File: config.mk
export PLATFORM = sky130hd
export DESIGN_NAME = add4_serial_ctrl_flat
export DESIGN_NICKNAME = d
export VERILOG_FILES = /design/src/rtl/add4_serial_ctrl_if.sv /design/src/rtl/add4_serial_ctrl.sv /design/src/flat_wrapper.sv
export SDC_FILE = /design/constraint.sdc
export NUM_CORES = 1
export LEC_CHECK = 0
export CAP_MARGIN = 10
export CORE_AREA = 4 4 81 83
export CTS_CLUSTER_SIZE = 40
export DETAILED_ROUTE_END_ITERATION = 16
export DIE_AREA = 0 0 85 87
export GPL_ROUTABILITY_DRIVEN = 1
export GPL_TIMING_DRIVEN = 0
export PLACE_DENSITY = 0.74
export SLEW_MARGIN = 25
export SYNTH_ARGS = -nofsm -noshare
export SYNTH_HDL_FRONTEND = slang
export SYNTH_SLANG_ARGS = --single-unit
File: constraint.sdc
create_clock -name clk -period 1.7 [get_ports clk]
set_clock_uncertainty 0.05 [all_clocks]
set_input_delay 0.34 -clock clk [delete_from_list [all_inputs] [get_ports clk]]
set_output_delay 0.34 -clock clk [all_outputs]
set_load 0.05 [all_outputs]
File: src/rtl/add4_serial_ctrl_if.sv
// Bundles the requester handshake/operand bus and the add_4 connection bus
// used by add4_serial_ctrl. The slave modport is the sequencer itself; the
// master modport is its environment (requester plus the external add_4).
// Optional feature macro: ADD4_SERIAL_SUB_EN adds the op_sub request bit.
interface add4_serial_ctrl_if #(
    parameter int NIBBLES = 4
);
    localparam int W = 4 * NIBBLES;

    logic         start;
    logic [W-1:0] op_a;
    logic [W-1:0] op_b;
    logic         op_cin;
`ifdef ADD4_SERIAL_SUB_EN
    logic         op_sub;
`endif
    logic         busy;
    logic         done;
    logic [W-1:0] sum;
    logic         cout;

    logic [3:0]   add_a;
    logic [3:0]   add_b;
    logic         add_cin;
    logic [3:0]   add_out;
    logic         add_cout;

    modport slave (
`ifdef ADD4_SERIAL_SUB_EN
        input  op_sub,
`endif
        input  start, op_a, op_b, op_cin, add_out, add_cout,
        output busy, done, sum, cout, add_a, add_b, add_cin
    );

    modport master (
`ifdef ADD4_SERIAL_SUB_EN
        output op_sub,
`endif
        output start, op_a, op_b, op_cin, add_out, add_cout,
        input  busy, done, sum, cout, add_a, add_b, add_cin
    );
endinterface

File: src/rtl/add4_serial_ctrl.sv
// Nibble-serial wide adder sequencer. Reuses one external combinational
// 4-bit adder (add_4), feeding it one nibble of the captured operands per
// cycle, LSB nibble first, with a registered carry between passes.
// Optional feature macro: ADD4_SERIAL_SUB_EN enables subtraction (A-B) via
// inverted B nibbles and a forced carry-in of 1.
module add4_serial_ctrl #(
    parameter int NIBBLES = 4
) (
    input logic                clk,
    input logic                rst_n,
    add4_serial_ctrl_if.slave  bus
);
    localparam int W  = 4 * NIBBLES;
    localparam int IW = (NIBBLES > 1) ? $clog2(NIBBLES) : 1;
    localparam logic [IW-1:0] LAST_IDX = IW'(NIBBLES - 1);

    typedef enum logic [1:0] {
        IDLE = 2'd0,
        RUN  = 2'd1,
        DONE = 2'd2
    } state_t;

    state_t        state_q, state_d;
    logic [IW-1:0] idx_q, idx_d;
    logic          carry_q, carry_d;
    logic [W-1:0]  a_q, a_d;
    logic [W-1:0]  b_q, b_d;
    logic [W-1:0]  sum_q, sum_d;
    logic          cout_q, cout_d;
    logic [3:0]    nib_b;
`ifdef ADD4_SERIAL_SUB_EN
    logic          sub_q, sub_d;
    logic          init_carry;
`endif

    // Present the current nibble pair and the running carry to add_4.
    always_comb begin
        nib_b        = b_q[4*int'(idx_q) +: 4];
        bus.add_a    = a_q[4*int'(idx_q) +: 4];
`ifdef ADD4_SERIAL_SUB_EN
        bus.add_b    = sub_q ? ~nib_b : nib_b;
`else
        bus.add_b    = nib_b;
`endif
        bus.add_cin  = carry_q;
    end

    assign bus.busy = (state_q == RUN);
    assign bus.done = (state_q == DONE);
    assign bus.sum  = sum_q;
    assign bus.cout = cout_q;

`ifdef ADD4_SERIAL_SUB_EN
    // Subtraction is A + ~B + 1, so the incoming carry is forced high.
    assign init_carry = bus.op_sub ? 1'b1 : bus.op_cin;
`endif

    // Next-state logic: accept in IDLE/DONE, step one nibble per RUN cycle.
    always_comb begin
        state_d = state_q;
        idx_d   = idx_q;
        carry_d = carry_q;
        a_d     = a_q;
        b_d     = b_q;
        sum_d   = sum_q;
        cout_d  = cout_q;
`ifdef ADD4_SERIAL_SUB_EN
        sub_d   = sub_q;
`endif
        unique case (state_q)
            IDLE, DONE: begin
                if (bus.start) begin
                    state_d = RUN;
                    idx_d   = '0;
                    a_d     = bus.op_a;
                    b_d     = bus.op_b;
`ifdef ADD4_SERIAL_SUB_EN
                    sub_d   = bus.op_sub;
                    carry_d = init_carry;
`else
                    carry_d = bus.op_cin;
`endif
                end else if (state_q == DONE) begin
                    state_d = IDLE;
                end
            end
            RUN: begin
                sum_d[4*int'(idx_q) +: 4] = bus.add_out;
                carry_d = bus.add_cout;
                if (idx_q == LAST_IDX) begin
                    state_d = DONE;
                    cout_d  = bus.add_cout;
                    idx_d   = '0;
                end else begin
                    idx_d = idx_q + IW'(1);
                end
            end
            default: state_d = IDLE;
        endcase
    end

    // State and datapath registers; reset clears everything so the add_4
    // inputs also read zero while reset is asserted.
    always_ff @(posedge clk or negedge rst_n) begin
        if (!rst_n) begin
            state_q <= IDLE;
            idx_q   <= '0;
            carry_q <= 1'b0;
            a_q     <= '0;
            b_q     <= '0;
            sum_q   <= '0;
            cout_q  <= 1'b0;
`ifdef ADD4_SERIAL_SUB_EN
            sub_q   <= 1'b0;
`endif
        end else begin
            state_q <= state_d;
            idx_q   <= idx_d;
            carry_q <= carry_d;
            a_q     <= a_d;
            b_q     <= b_d;
            sum_q   <= sum_d;
            cout_q  <= cout_d;
`ifdef ADD4_SERIAL_SUB_EN
            sub_q   <= sub_d;
`endif
        end
    end
endmodule

File: src/flat_wrapper.sv
// flat-port wrapper written by rule: the top's interface ports become plain ports
module add4_serial_ctrl_flat 
#(
    parameter int NIBBLES = 4
)
  (clk, rst_n, bus_start, bus_op_a, bus_op_b, bus_op_cin, bus_add_out, bus_add_cout, bus_busy, bus_done, bus_sum, bus_cout, bus_add_a, bus_add_b, bus_add_cin);
  add4_serial_ctrl_if #(.NIBBLES(NIBBLES)) bus_i ();
  input logic clk;
  input logic rst_n;
  input wire logic [$bits(bus_i.start)-1:0] bus_start;
  input wire logic [$bits(bus_i.op_a)-1:0] bus_op_a;
  input wire logic [$bits(bus_i.op_b)-1:0] bus_op_b;
  input wire logic [$bits(bus_i.op_cin)-1:0] bus_op_cin;
  input wire logic [$bits(bus_i.add_out)-1:0] bus_add_out;
  input wire logic [$bits(bus_i.add_cout)-1:0] bus_add_cout;
  output wire logic [$bits(bus_i.busy)-1:0] bus_busy;
  output wire logic [$bits(bus_i.done)-1:0] bus_done;
  output wire logic [$bits(bus_i.sum)-1:0] bus_sum;
  output wire logic [$bits(bus_i.cout)-1:0] bus_cout;
  output wire logic [$bits(bus_i.add_a)-1:0] bus_add_a;
  output wire logic [$bits(bus_i.add_b)-1:0] bus_add_b;
  output wire logic [$bits(bus_i.add_cin)-1:0] bus_add_cin;
  assign bus_i.start = bus_start;
  assign bus_i.op_a = bus_op_a;
  assign bus_i.op_b = bus_op_b;
  assign bus_i.op_cin = bus_op_cin;
  assign bus_i.add_out = bus_add_out;
  assign bus_i.add_cout = bus_add_cout;
  assign bus_busy = bus_i.busy;
  assign bus_done = bus_i.done;
  assign bus_sum = bus_i.sum;
  assign bus_cout = bus_i.cout;
  assign bus_add_a = bus_i.add_a;
  assign bus_add_b = bus_i.add_b;
  assign bus_add_cin = bus_i.add_cin;
  add4_serial_ctrl #(.NIBBLES(NIBBLES)) u_core (.clk(clk), .rst_n(rst_n), .bus(bus_i));
endmodule
==> impl_metrics.ini <==
[placement]
io_buffers = 68
place_inst = 376
gp_congestion = 0.7596
hpwl_mm = 3.977

[worst_setup_path]
r2r_setup_slack_ps = -10
r2r-start = u_core.idx_q[0]
reg2reg_to = u_core.bus.sum[9]
cp.required_ps = 1310
worstSetupStartpointType = register
cp-end-kind = primary output
crit_type = register to primary output
ff2ff_path_depth = 6
crit_fanout = 10
critical_path_arrival_ps = 1580

[drt]
avgViaCountPerCell = 4.912
drt-initial-drc-count = 111
drt.antenna.violating_nets = 0
vias = 1906
avgRoutedWirePerCell_um = 14.60
wl_mm = 5.664
drc_errors = 0
first_pass_iters = 4

[clock_tree]
clk_latency_ps = 300
clkTransAtPathRegs_ps = 90
cts.sink_count = 54
clockBufferDepth = 2
numCtsBuffers = 5
cts_tree = yes
cts-root-buf = clkbuf_8
cts_htree_levels = 2

[sta]
period_share = 1.157
finalSetupViolCount = 10
relSlewSlack = 0.5454
hold_viol = 0
worstMarginPinSlew_ps = 681.8
rsz0062_at_grt = yes
finalMaxSlewViolations = 0
fin_hold_ws_ps = 17.28
tns_ps = -1971
max_clock_freq_mhz = 508.3
final.setup.worst_slack_ps = -267.5
fin_crit_ps = 1968

[synthesis]
synth_edf_count = 0
syn_nets = 280
yosysSeqAreaShare = 0.5536
synthFlopType = dfrtp_1
synth_cell_types = 27
synth_area_mm2 = 0.002441
yosys_warnings = 0
synth_top_cell_area_share = 0.5536
ys_top_cells_by_area = dfrtp_1, nand2_1, mux4_2
avgSynthCellArea_um2 = 10.48
synth_commonest_cells = nand2_1, dfrtp_1, a22o_1, mux4_2, o21ai_1
yosysTopAreaCell = dfrtp_1
synth.most_common_cell = nand2_1
synthArstFlopShare = 1.000
netlist_instances = 233
ys_seq_elements = 54

[global_route]
track_usage = 0.1573
grt_overflow = 0
antenna_found_initial = 0
grt_pass1_wl_mm = 9.135
grt_max_degree = 55
grt_pass1_vias = 1916

[run_status]
violations = setup timing
status = finished, violations left

[final_layout]
antenna_cells = 0
nets = 360
stdcell_count = 388
post_route_cells_drive_above_1_share = 0.1821
fill_cells = 516
syn2layout_area_growth_pct = 39.52

[run]
drv_cap = 0

[floorplanning]
die_w_um = 85
ios = 69
core_area_mm2 = 0.005851
die-area_mm2 = 0.007395
die_y_um = 87
initial_core_util = 0.4172
fp-row-count = 28

[hold_path]
hold_path_class = primary input to async pin

[pwr]
p_leak_nw = 1.692
peakVddDrop_mv = 1.251
power_per_cell_area_mw_per_mm2 = 2167
-- power breakdown --
part | internal, mW | switching (mW) | total [mW] | leakage, nW
registers | 1.88 | 0.367 | 2.25 | 0.685
clock network | 0.472 | 0.411 | 0.882 | 0.0573
logic | 1.65 | 2.61 | 4.25 | 0.950
-- layer usage --
layer  share of wire  GRT usage
met1            0.41     0.1872
met2            0.50     0.2719
met3           0.082    0.04636
met4           0.013    0.05468
met5               0          0
-- sequential cells by signal, summed over array words and instances (netlist names) --
register / cells
u_core.idx_q: 2
u_core.b_q: 16
u_core.state_q: 2
u_core.bus.add_cin: 1
u_core.bus.sum: 16
u_core.a_q: 16
u_core.bus.cout: 1
-- how the worst max path moves through the flow --
| stage | from | to | slack (ps) | cells past startpoint |
|---|---|---|---|---|
| 6_report | u_core.idx_q[0] | bus_add_a[0] | -270 | 3 |
| 5_1_grt | u_core.idx_q[0] | bus_add_a[0] | -320 | 3 |
| 4_1_cts | u_core.idx_q[0] | bus_add_a[0] | -280 | 3 |
| 3_5_place_dp | u_core.idx_q[0] | bus_add_a[1] | -650 | 3 |
| 3_3_place_gp | rst_n | u_core.idx_q[0] | -1530 | 1 |
| 2_1_floorplan | u_core.idx_q[0] | bus_add_a[0] | 2 | 2 |
-- repair_timing --
action                     in CTS  in global routing
hold buffers                    0                  0
setup buffers                   4                  1
resized for setup              95                  4
setup endpoints to repair      44                 25
pin swaps                       1                  4
hold endpoints to repair        0                  0
-- layout by cell type (no fill, tap or decap), drive strengths merged, types with 3 or more instances in the layout --
cell type | netlist | final
nand2 | 115 | 115
dfrtp | 54 | 54
clkdlybuf4s50 | 0 | 39
buf | 9 | 25
dlygate4sd2 | 0 | 18
o21ai | 9 | 9
mux4 | 8 | 8
a22o | 8 | 8
clkbuf | 1 | 7
ha | 6 | 6
nand3b | 4 | 4
nor4b | 3 | 3
-- worst max-delay path, cell delays in order (launching register included) --
cell and delay (ps):
dfrtp_2 410, buf_12 150, mux4_2 530, buf_6 170
-- cell type report --
type / count / area, um^2 / share of cell area
clock inverters: 1 / 30.03 / 0.008817
repair buffers: 73 / 699.4 / 0.2054
well taps: 75 / 93.84 / 0.02755
plain buffers: 10 / 83.83 / 0.02461
multi-input cells: 166 / 1042 / 0.3060
flip-flops and latches: 54 / 1355 / 0.3979
inverters: 3 / 18.77 / 0.005511
clock buffers: 6 / 82.58 / 0.02425
-- stage by stage --
step | setup slack [ps] | util | cell area, um^2 | power, mW
floorplan | 1.833 | - | 2452 | 5.094
finish | -267.5 | 0.5821 | 3406 | 7.382
global placement | -1535 | 0.5515 | 3227 | 6.292
detailed placement | -649.9 | 0.5511 | 3224 | 6.368
global route | -324.7 | 0.5821 | 3406 | 7.825
CTS | -277.2 | 0.5791 | 3388 | 7.394
-- logic make-up (layout without fill, tap and decap cells) --
family	count (synthesis)	after routing	synth area share
flops	54	54	0.5536
mux	9	9	0.07842
fa+ha+maj	6	6	0.03075
simple gates	131	131	0.2501
buf+inv	13	93	0.03126
compound gates	20	20	0.05587
(Power assumes the default switching activity.)
